`config.mk`:
```
export PLATFORM = sky130hd
export DESIGN_NAME = frontend_ctrl_flat
export DESIGN_NICKNAME = d
export VERILOG_FILES = /design/src/rtl/frontend_ctrl_pkg.sv /design/src/rtl/frontend_ctrl_if.sv /design/src/rtl/frontend_ctrl.sv /design/src/flat_wrapper.sv
export SDC_FILE = /design/constraint.sdc
export NUM_CORES = 1
export LEC_CHECK = 0
export ABC_AREA = 1
export BUFFER_PORTS_ARGS = -buffer_cell sky130_fd_sc_hd__buf_2
export CORE_ASPECT_RATIO = 1.5
export CORE_MARGIN = 8
export CORE_UTILIZATION = 50
export CTS_CLUSTER_DIAMETER = 150
export DETAILED_ROUTE_END_ITERATION = 6
export PLACE_DENSITY = 0.8
export SYNTH_ARGS = -nofsm -noshare
export SYNTH_HDL_FRONTEND = slang
export SYNTH_SLANG_ARGS = --single-unit
```
`constraint.sdc`:
```
create_clock -name clk -period 3.29 [get_ports clk]
set_input_delay 0.4935 -clock clk [delete_from_list [all_inputs] [get_ports clk]]
set_output_delay 0.4935 -clock clk [all_outputs]
set_load 0.01 [all_outputs]
```
`src/rtl/frontend_ctrl_pkg.sv`:
```
// -----------------------------------------------------------------------------
// frontend_ctrl_pkg
//
// Purpose: shared definitions for the front-end pipeline controller.
//    Holds the FSM state encoding and the default widths used by the
//    controller and by its interface.
//
// Contents:
//    FE_STATE_W   - width of the FSM state bus
//    fe_state_e   - FE_RUN / FE_DRAIN / FE_REFETCH
//    FE_ADDR_W    - default PC width
//    FE_CNT_W     - default width of the drain-cycle counter
// -----------------------------------------------------------------------------
package frontend_ctrl_pkg;

   localparam int FE_STATE_W = 2;
   localparam int FE_ADDR_W  = 32;
   localparam int FE_CNT_W   = 16;

   typedef enum logic [FE_STATE_W-1:0] {
      FE_RUN     = 2'd0,
      FE_DRAIN   = 2'd1,
      FE_REFETCH = 2'd2
   } fe_state_e;

endpackage : frontend_ctrl_pkg

```
`src/rtl/frontend_ctrl_if.sv`:
```
// -----------------------------------------------------------------------------
// frontend_ctrl_if
//
// Purpose: bundles the control and redirect signals between the front-end
//    controller and its environment (backend, I-cache, IF stage, decode
//    buffer, pipeline registers, PC generator).
//
// Handshake: redirect_valid is a one-cycle pulse qualifying redirect_pc;
//    there is no ready, a redirect is always accepted in the cycle it is
//    high. fetch_redirect_valid qualifies fetch_redirect_pc the same way;
//    fetch_redirect_pc reads 0 whenever fetch_redirect_valid is 0.
//
// Modports:
//    slave  - the controller (consumes redirect/back-pressure, drives controls)
//    master - the environment / testbench (the opposite directions)
// -----------------------------------------------------------------------------
interface frontend_ctrl_if #(
   parameter int ADDR_WIDTH = 32,
   parameter int CNT_WIDTH  = 16
);

   // inputs to the controller
   logic                  redirect_valid;
   logic [ADDR_WIDTH-1:0] redirect_pc;
   logic                  icache_busy;
   logic                  if_stall_req;
   logic                  ibuf_full;

   // outputs of the controller
   logic                  stall_pc;
   logic                  stall_bp_if;
   logic                  stall_if_id;
   logic                  flush_bp_if;
   logic                  flush_if_id;
   logic                  fetch_redirect_valid;
   logic [ADDR_WIDTH-1:0] fetch_redirect_pc;
   logic [CNT_WIDTH-1:0]  drain_cycles;

   modport slave (
      input  redirect_valid,
      input  redirect_pc,
      input  icache_busy,
      input  if_stall_req,
      input  ibuf_full,
      output stall_pc,
      output stall_bp_if,
      output stall_if_id,
      output flush_bp_if,
      output flush_if_id,
      output fetch_redirect_valid,
      output fetch_redirect_pc,
      output drain_cycles
   );

   modport master (
      output redirect_valid,
      output redirect_pc,
      output icache_busy,
      output if_stall_req,
      output ibuf_full,
      input  stall_pc,
      input  stall_bp_if,
      input  stall_if_id,
      input  flush_bp_if,
      input  flush_if_id,
      input  fetch_redirect_valid,
      input  fetch_redirect_pc,
      input  drain_cycles
   );

endinterface : frontend_ctrl_if

```
`src/rtl/frontend_ctrl.sv`:
```
// -----------------------------------------------------------------------------
// frontend_ctrl
//
// Purpose: front-end pipeline controller. Generates stall and flush controls
//    for the PC, BP/IF and IF/ID registers from IF/decode back-pressure and
//    backend redirects, and hands the redirect target to the PC generator.
//    A redirect that arrives while an I-cache fetch is outstanding parks the
//    front end in DRAIN (flushing every cycle) until the cache goes idle, then
//    issues the parked target from REFETCH, so stale fetch data never reaches
//    decode.
//
// Ports:
//    clk      - core clock
//    rst      - asynchronous active-low reset
//    fe       - frontend_ctrl_if.slave: redirect_valid/redirect_pc,
//               icache_busy, if_stall_req, ibuf_full in; stall_pc,
//               stall_bp_if, stall_if_id, flush_bp_if, flush_if_id,
//               fetch_redirect_valid/fetch_redirect_pc, drain_cycles out
//    state_o  - current FSM state (debug/observation)
//
// Stall and flush outputs are combinational from the inputs and the state.
// A flushed register loads a bubble; flush wins over stall at each register,
// so stall and flush may both be high in DRAIN.
// -----------------------------------------------------------------------------
module frontend_ctrl
   import frontend_ctrl_pkg::*;
#(
   parameter int ADDR_WIDTH = FE_ADDR_W,
   parameter int CNT_WIDTH  = FE_CNT_W
) (
   input  logic              clk,
   input  logic              rst,
   frontend_ctrl_if.slave    fe,
   output fe_state_e         state_o
);

   localparam logic [CNT_WIDTH-1:0] CNT_ONE = {{(CNT_WIDTH-1){1'b0}}, 1'b1};

   // ---------------------------------------------------------------------
   // State
   // ---------------------------------------------------------------------
   fe_state_e             state_q, state_d;
   logic [ADDR_WIDTH-1:0] pend_pc_q, pend_pc_d;
   logic [CNT_WIDTH-1:0]  drain_cnt_q, drain_cnt_d;

   // Combinational outputs
   logic                  stall_pc;
   logic                  stall_bp_if;
   logic                  stall_if_id;
   logic                  flush_bp_if;
   logic                  flush_if_id;
   logic                  fetch_redirect_valid;
   logic [ADDR_WIDTH-1:0] fetch_redirect_pc;

   logic                  back_pressure;

   assign back_pressure = fe.ibuf_full | fe.if_stall_req;

   always_ff @(posedge clk or negedge rst) begin
      if (!rst) begin
         state_q     <= FE_RUN;
         pend_pc_q   <= '0;
         drain_cnt_q <= '0;
      end else begin
         state_q     <= state_d;
         pend_pc_q   <= pend_pc_d;
         drain_cnt_q <= drain_cnt_d;
      end
   end

   // ---------------------------------------------------------------------
   // Next-state and output logic
   // ---------------------------------------------------------------------
   always_comb begin
      state_d              = state_q;
      pend_pc_d            = pend_pc_q;
      drain_cnt_d          = drain_cnt_q;
      stall_pc             = back_pressure;
      stall_bp_if          = back_pressure;
      stall_if_id          = fe.ibuf_full;
      flush_bp_if          = 1'b0;
      flush_if_id          = 1'b0;
      fetch_redirect_valid = 1'b0;
      fetch_redirect_pc    = '0;

      unique case (state_q)
         FE_RUN: begin
            if (fe.redirect_valid) begin
               flush_bp_if = 1'b1;
               flush_if_id = 1'b1;
               if (!fe.icache_busy) begin
                  // Zero-latency redirect: the PC must load the target even
                  // under back-pressure, otherwise the redirect is lost.
                  fetch_redirect_valid = 1'b1;
                  fetch_redirect_pc    = fe.redirect_pc;
                  stall_pc             = 1'b0;
               end else begin
                  pend_pc_d = fe.redirect_pc;
                  state_d   = FE_DRAIN;
               end
            end
         end

         FE_DRAIN: begin
            // Freeze PC and BP/IF, keep flushing so data returning from the
            // outstanding fetch is dropped. IF/ID is not stalled; it only
            // ever loads bubbles here.
            stall_pc    = 1'b1;
            stall_bp_if = 1'b1;
            stall_if_id = 1'b0;
            flush_bp_if = 1'b1;
            flush_if_id = 1'b1;
            if (drain_cnt_q != '1) begin
               drain_cnt_d = drain_cnt_q + CNT_ONE;
            end
            // Latest redirect wins.
            if (fe.redirect_valid) begin
               pend_pc_d = fe.redirect_pc;
            end
            if (!fe.icache_busy) begin
               state_d = FE_REFETCH;
            end
         end

         FE_REFETCH: begin
            state_d = FE_RUN;
            if (fe.redirect_valid) begin
               // A fresh redirect supersedes the parked target and is
               // handled exactly as in RUN.
               flush_bp_if = 1'b1;
               flush_if_id = 1'b1;
               if (!fe.icache_busy) begin
                  fetch_redirect_valid = 1'b1;
                  fetch_redirect_pc    = fe.redirect_pc;
                  stall_pc             = 1'b0;
               end else begin
                  pend_pc_d = fe.redirect_pc;
                  state_d   = FE_DRAIN;
               end
            end else begin
               // Issue the parked target; the PC must take it this cycle.
               fetch_redirect_valid = 1'b1;
               fetch_redirect_pc    = pend_pc_q;
               stall_pc             = 1'b0;
            end
         end

         default: begin
            state_d = FE_RUN;
         end
      endcase
   end

   // ---------------------------------------------------------------------
   // Output drive
   // ---------------------------------------------------------------------
   assign fe.stall_pc             = stall_pc;
   assign fe.stall_bp_if          = stall_bp_if;
   assign fe.stall_if_id          = stall_if_id;
   assign fe.flush_bp_if          = flush_bp_if;
   assign fe.flush_if_id          = flush_if_id;
   assign fe.fetch_redirect_valid = fetch_redirect_valid;
   assign fe.fetch_redirect_pc    = fetch_redirect_pc;
   assign fe.drain_cycles         = drain_cnt_q;
   assign state_o                 = state_q;

endmodule : frontend_ctrl

```
`src/flat_wrapper.sv`:
```
// flat-port wrapper written by rule: the top's interface ports become plain ports
module frontend_ctrl_flat import frontend_ctrl_pkg::*;
#(
   parameter int ADDR_WIDTH = FE_ADDR_W,
   parameter int CNT_WIDTH  = FE_CNT_W
)
  (clk, rst, state_o, fe_redirect_valid, fe_redirect_pc, fe_icache_busy, fe_if_stall_req, fe_ibuf_full, fe_stall_pc, fe_stall_bp_if, fe_stall_if_id, fe_flush_bp_if, fe_flush_if_id, fe_fetch_redirect_valid, fe_fetch_redirect_pc, fe_drain_cycles);
  frontend_ctrl_if #(.ADDR_WIDTH(ADDR_WIDTH), .CNT_WIDTH(CNT_WIDTH)) fe_i ();
  input  logic clk;
  input  logic rst;
  output fe_state_e state_o;
  input wire logic [$bits(fe_i.redirect_valid)-1:0] fe_redirect_valid;
  input wire logic [$bits(fe_i.redirect_pc)-1:0] fe_redirect_pc;
  input wire logic [$bits(fe_i.icache_busy)-1:0] fe_icache_busy;
  input wire logic [$bits(fe_i.if_stall_req)-1:0] fe_if_stall_req;
  input wire logic [$bits(fe_i.ibuf_full)-1:0] fe_ibuf_full;
  output wire logic [$bits(fe_i.stall_pc)-1:0] fe_stall_pc;
  output wire logic [$bits(fe_i.stall_bp_if)-1:0] fe_stall_bp_if;
  output wire logic [$bits(fe_i.stall_if_id)-1:0] fe_stall_if_id;
  output wire logic [$bits(fe_i.flush_bp_if)-1:0] fe_flush_bp_if;
  output wire logic [$bits(fe_i.flush_if_id)-1:0] fe_flush_if_id;
  output wire logic [$bits(fe_i.fetch_redirect_valid)-1:0] fe_fetch_redirect_valid;
  output wire logic [$bits(fe_i.fetch_redirect_pc)-1:0] fe_fetch_redirect_pc;
  output wire logic [$bits(fe_i.drain_cycles)-1:0] fe_drain_cycles;
  assign fe_i.redirect_valid = fe_redirect_valid;
  assign fe_i.redirect_pc = fe_redirect_pc;
  assign fe_i.icache_busy = fe_icache_busy;
  assign fe_i.if_stall_req = fe_if_stall_req;
  assign fe_i.ibuf_full = fe_ibuf_full;
  assign fe_stall_pc = fe_i.stall_pc;
  assign fe_stall_bp_if = fe_i.stall_bp_if;
  assign fe_stall_if_id = fe_i.stall_if_id;
  assign fe_flush_bp_if = fe_i.flush_bp_if;
  assign fe_flush_if_id = fe_i.flush_if_id;
  assign fe_fetch_redirect_valid = fe_i.fetch_redirect_valid;
  assign fe_fetch_redirect_pc = fe_i.fetch_redirect_pc;
  assign fe_drain_cycles = fe_i.drain_cycles;
  frontend_ctrl #(.ADDR_WIDTH(ADDR_WIDTH), .CNT_WIDTH(CNT_WIDTH)) u_core (.clk(clk), .rst(rst), .fe(fe_i), .state_o(state_o));
endmodule
```
After elaboration in Yosys (flattened, before gate mapping)

Cells that the tools add are included.

Bits in registers: 50
Output and inout bits: 56
Input bits: 38

Eq/ne operators: 9
Add/subtract/negate cells: 1
Muxes and demuxes: 26
Bitwise operators: 1
Reduce and logical (&&, ||, !) cells: 6

Operator list:

| kind                                                  | number |
|---|---|
| two-way mux 32 bit                                    | 6 |
| one-hot mux 32 bit (2 select lines)                   | 2 |
| adder 16 x 1 -> 16 bit, second input constant         | 1 |
| inequality test 16 bit, second input constant         | 1 |
| two-way mux 1 bit                                     | 10 |
| two-way mux 2 bit                                     | 4 |
| inequality test 2 bit, second input constant          | 4 |
| one-hot mux 2 bit (3 select lines)                    | 1 |
| inequality test 2 x 1 -> 1 bit, second input constant | 2 |
| one-hot mux 1 bit (2 select lines)                    | 2 |
| AND reduction 4 bit                                   | 1 |
| one-hot mux 1 bit (3 select lines)                    | 1 |
| AND reduction 3 bit                                   | 1 |
| == test 2 x 1 -> 1 bit, second input constant         | 1 |
| == test 2 bit, second input constant                  | 1 |
| logical NOT 2 bit                                     | 1 |
| AND reduction 2 bit                                   | 1 |
| nonzero test 2 bit                                    | 1 |
| OR reduction 2 bit                                    | 1 |
| OR 1 bit                                              | 1 |

Longest topological paths before layout

Word-level depth: 4
Mapped depth: 9
Mapped depth without buffers: 9

Worst setup path after synthesis

Ideal clock, no wire load.

Path type: register -> output
From: reg u_core.state_q[0] (netlist: u_core.state_o[0])
To: out fe_fetch_redirect_pc[0]
Slack: 1,599 ps
Buffers on the path: 1
Arrival time: 1,197 ps
Cell stages (with the launch flop): 5
Cells stage by stage: dfrtp_1 > inv_1 > nand3_1 > clkbuf_1 > o21ai_0

Word-level cells in the longest chain between the ends: 2

RTL lines:

| item                                               | line                | text |
|---|---|---|
| from (decl)                                        | frontend_ctrl.sv:42 | `fe_state_e state_q, state_d;` |
| from (signal assigned)                             | frontend_ctrl.sv:65 | `state_q <= state_d;` |
| == test 2 bit or logical NOT 2 bit (tied branches) | frontend_ctrl.sv:86 | `unique case (state_q)` |
| one-hot mux 32 bit (2 select lines) *              | frontend_ctrl.sv:86 |  |
| to (decl)                                          | flat_wrapper.sv:23  | `output wire logic [$bits(fe_i.fetch_redirect_pc)-1:0] fe_fetch_redirect_pc;` |

Every way passes the cells marked *; elsewhere a longest branch is shown, timed or not.

Worst setup path in the final report

From: reg u_core.state_q[0] (netlist: u_core.state_o[0])
To: out fe_fetch_redirect_pc[25]

The elaborated chain is that of the path after synthesis.

==> results by group <==
Run status
  • Status: finished, final reports clean

STA
  • Worst slew pin tran: 0.779 ns
  • Setup violations, final: 0
  • Period utilisation layout: 67.0%
  • Hold_ws: 0.263 ns
  • Layout Skew: between 0.01 and 0.015 ns
  • Max Slew Vio Count: 0
  • Fin crit period: 2.21 ns
  • Final hold vios: 0
  • Final worst slack: 1.08 ns
  • Slew HR: 48.0%
  • FMAX: 0.453 GHz
  • RSZ-0062 raised after global routing: false
  • Setup tns final: 0 ns

Yosys
  • Post-synth EDFFs: 0
  • Ranking of synthesized cells by area: dfrtp_1 46%, nand2_1 18%, o21ai_0 11%, inv_1 7.1%, nor2_1 3.3%
  • Yosys top cell area share: a little under half
  • Post-synth ARST share: 100%
  • Net count after synthesis: 413
  • Largest family of logic cells by synthesized area: simple AND/OR/NAND/NOR gates
  • Synth cell count leaders: 130 x nand2_1, 57 x o21ai_0, 51 x inv_1, 50 x dfrtp_1, 24 x nor2_1
  • Most used DFF post-synth: dfrtp_1
  • Top-count cell post-synth: nand2_1
  • Avg Inst Size Synth: 7.23 um2
  • Post-synthesis compound-gate area fraction: 14.0%
  • Synth Warn #: 0
  • Synth unique cells: 26
  • Post-synthesis adder-cell area fraction: 0.463%
  • Yosys reg bits: 50
  • Multiplexer share of the synthesized area: 0%
  • Mapped Area: around 2700 um2
  • Area leader, netlist: dfrtp_1
  • Synth Area in XOR/XNOR: 1.30%
  • Post-Synth Simple-Gate Area: 28.1%
  • Sequential-to-total area share from yosys stat: 46.3%
  • Post-Synthesis Cells: 374

Cells and area
  • Multi-input gate area: 1200 um2
  • ANT cells: 0
  • Layout cells sized above 1: 25.4%
  • Finished Layout Cells: 535
  • # fillers: a little over 500
  • Reg area: between 1000 and 1500 um2
  • Fin util: between 60% and 70%
  • Area Overhead vs Synth: 22.8%
  • Final #Nets: slightly above 500

Global routing
  • Gr usage total: 16.7%
  • Vias in the first global route: 2608
  • Global-route wire length before repair: 11.4 mm
  • Initial antenna violation count: 0
  • Grt ovf: 0
  • Maximum number of pins on one net before global-route repair: 65

Floorplanning
  • Placeable Area: 5330 um2
  • FP Rows: 33
  • Io pins: 94
  • Die Footprint: 8070 um2
  • Die Y-Extent: 106 um
  • Die width: 76.1 um
  • Initial core utilization: around 51%

Clock network
  • Reg clk slew, reported paths: 0.09 ns
  • Resized cells post-CTS: 0
  • CTS tree: built
  • CTS max path bufs: 2
  • CTS root buffer: clkbuf_8
  • H-tree levels: 2
  • # Post-CTS Setup Buffers: 0
  • Clock latency on the worst-skew pair: 0.30 ns
  • TritonCTS Sinks: 50
  • TritonCTS Buffers: 5
  • Hold_buf cts: 0

Drt
  • DRC Markers: 0
  • ANT nets after route: 0
  • Drt pass-1 iters: 4
  • Via count: about 2700
  • Final WL: about 6.8 mm
  • WL per Instance: 12.7 um
  • Number of DRC markers in iteration 0: 118
  • Vias per cell: 4.96

Power and ir drop
  • Logic pwr share: 20.4%
  • Static Leakage: 1.78 nW
  • Switch share: between 30% and 40%
  • Int Power: a little under 1 mW
  • Clk pwr share: 25.5%
  • Reg power frac: 54.1%
  • Power per cell area: 433 nW/um2
  • NetSw: 453 uW
  • Largest vdd supply drop: 0.319 mV

Worst setup path
  • Worst Setup End Kind: output port
  • Reg2reg path depth: 8
  • Critical path class: register to output port
  • Crit path required time: 2.80 ns
  • Startpoint types: register
  • Worst Path Max Fanout: 33
  • Crit path DAT: ~1.7 ns

Placement
  • Placed cells: ~530
  • GP Congestion: 0.874
  • Hpwl dp: 5.18 mm
  • Input/output buffers: between 90 and 100
  • Place WS: 1.26 ns

Min path
  • Hold Crit Class: input port to asynchronous set/reset pin

Job
  • Max_cap viols: 0
-- cells by family after synthesis --
kind of cell,after synthesis
AO/OA/AOI/OAI,72
XOR/XNOR,4
adder cells (fa/ha/maj),1
buffers and inverters,65
flip-flops,50
AND/OR/NAND/NOR,182
-- metal layers --
layer | GRT usage, % | part of all wire [%]
met1 | 17.7 | 41
met2 | 29.5 | 50
met3 | 6.25 | 7.8
met4 | 5.80 | 1.2
met5 | 0 | 0
-- path summary, 6_finish.rpt --
| path | startpoint | end | slack, ns |
|---|---|---|---|
| worst max-delay path | u_core.state_o[0]$_DFFE_PN0P_ | fe_fetch_redirect_pc[25] | 1.08 |
| worst min register to register | u_core.pend_pc_q[11]$_DFFE_PN0P_ | u_core.pend_pc_q[11]$_DFFE_PN0P_ | 0.49 |
| min in group clk | fe_icache_busy | u_core.state_o[1]$_DFFE_PN0P_ | 0.42 |
| max in group asynchronous | rst | u_core.state_o[1]$_DFFE_PN0P_ | 2.27 |
| worst max register to register | u_core.fe.drain_cycles[0]$_DFFE_PN0P_ | u_core.fe.drain_cycles[10]$_DFFE_PN0P_ | 1.55 |
| worst min-delay path | rst | u_core.fe.drain_cycles[14]$_DFFE_PN0P_ | 0.26 |
-- critical path: stages, from the launching register on --
cell and delay, ns:
dfrtp_1 0.51, nor3_4 0.20, buf_4 0.34, nand2_1 0.08, o21ai_0 0.10, buf_2 0.17
-- through the flow --
step	power, mW	cell area, um2
4_1_cts	1.46	3320
3_5_place_dp	1.09	3230
6_report	1.44	3320
2_1_floorplan	0.947	2710
5_1_grt	1.54	3320
3_3_place_gp	1.07	3230
-- sequential cells by signal, indices dropped and copies added (netlist names) --
signal                  flops
u_core.state_o              2
u_core.fe.drain_cycles     16
u_core.pend_pc_q           32
-- power by group through the flow --
stage | clock (mW) | sequential (mW) | combinational, mW
6_report | 0.366 | 0.778 | 0.293
5_1_grt | 0.411 | 0.791 | 0.337
4_1_cts | 0.385 | 0.778 | 0.301
3_5_place_dp | 0 | 0.789 | 0.300
3_3_place_gp | 0 | 0.784 | 0.290
2_1_floorplan | 0 | 0.779 | 0.168
-- cell type report --
type / count / area share [%]
clock inverters: 2 / 0.377
multi-input cells: 259 / 36.2
well taps: 70 / 2.64
inverters: 51 / 5.76
flip-flops and latches: 50 / 37.7
clock buffers: 6 / 2.48
repair buffers: 97 / 14.9
-- layout by cell type (no fill, tap or decap) --
cell / count
xnor2_1: 4
o21ai_1: 10
buf_2: 93
ha_1: 1
nor2_4: 1
nand4_2: 1
o21ai_0: 57
nand4_1: 4
nor2_1: 24
nand2_1: 130
nor3_4: 1
inv_1: 51
nand2_2: 1
o21ai_2: 3
and2_1: 1
dfrtp_1: 50
nor3_1: 3
nand2_4: 1
nand3_1: 9
clkbuf_8: 6
clkinv_2: 1
nor2_2: 4
o211ai_4: 1
a21oi_1: 1
clkinvlp_4: 1
buf_4: 4
nand3b_1: 2
Note: power is estimated with default switching activity, not from simulation.
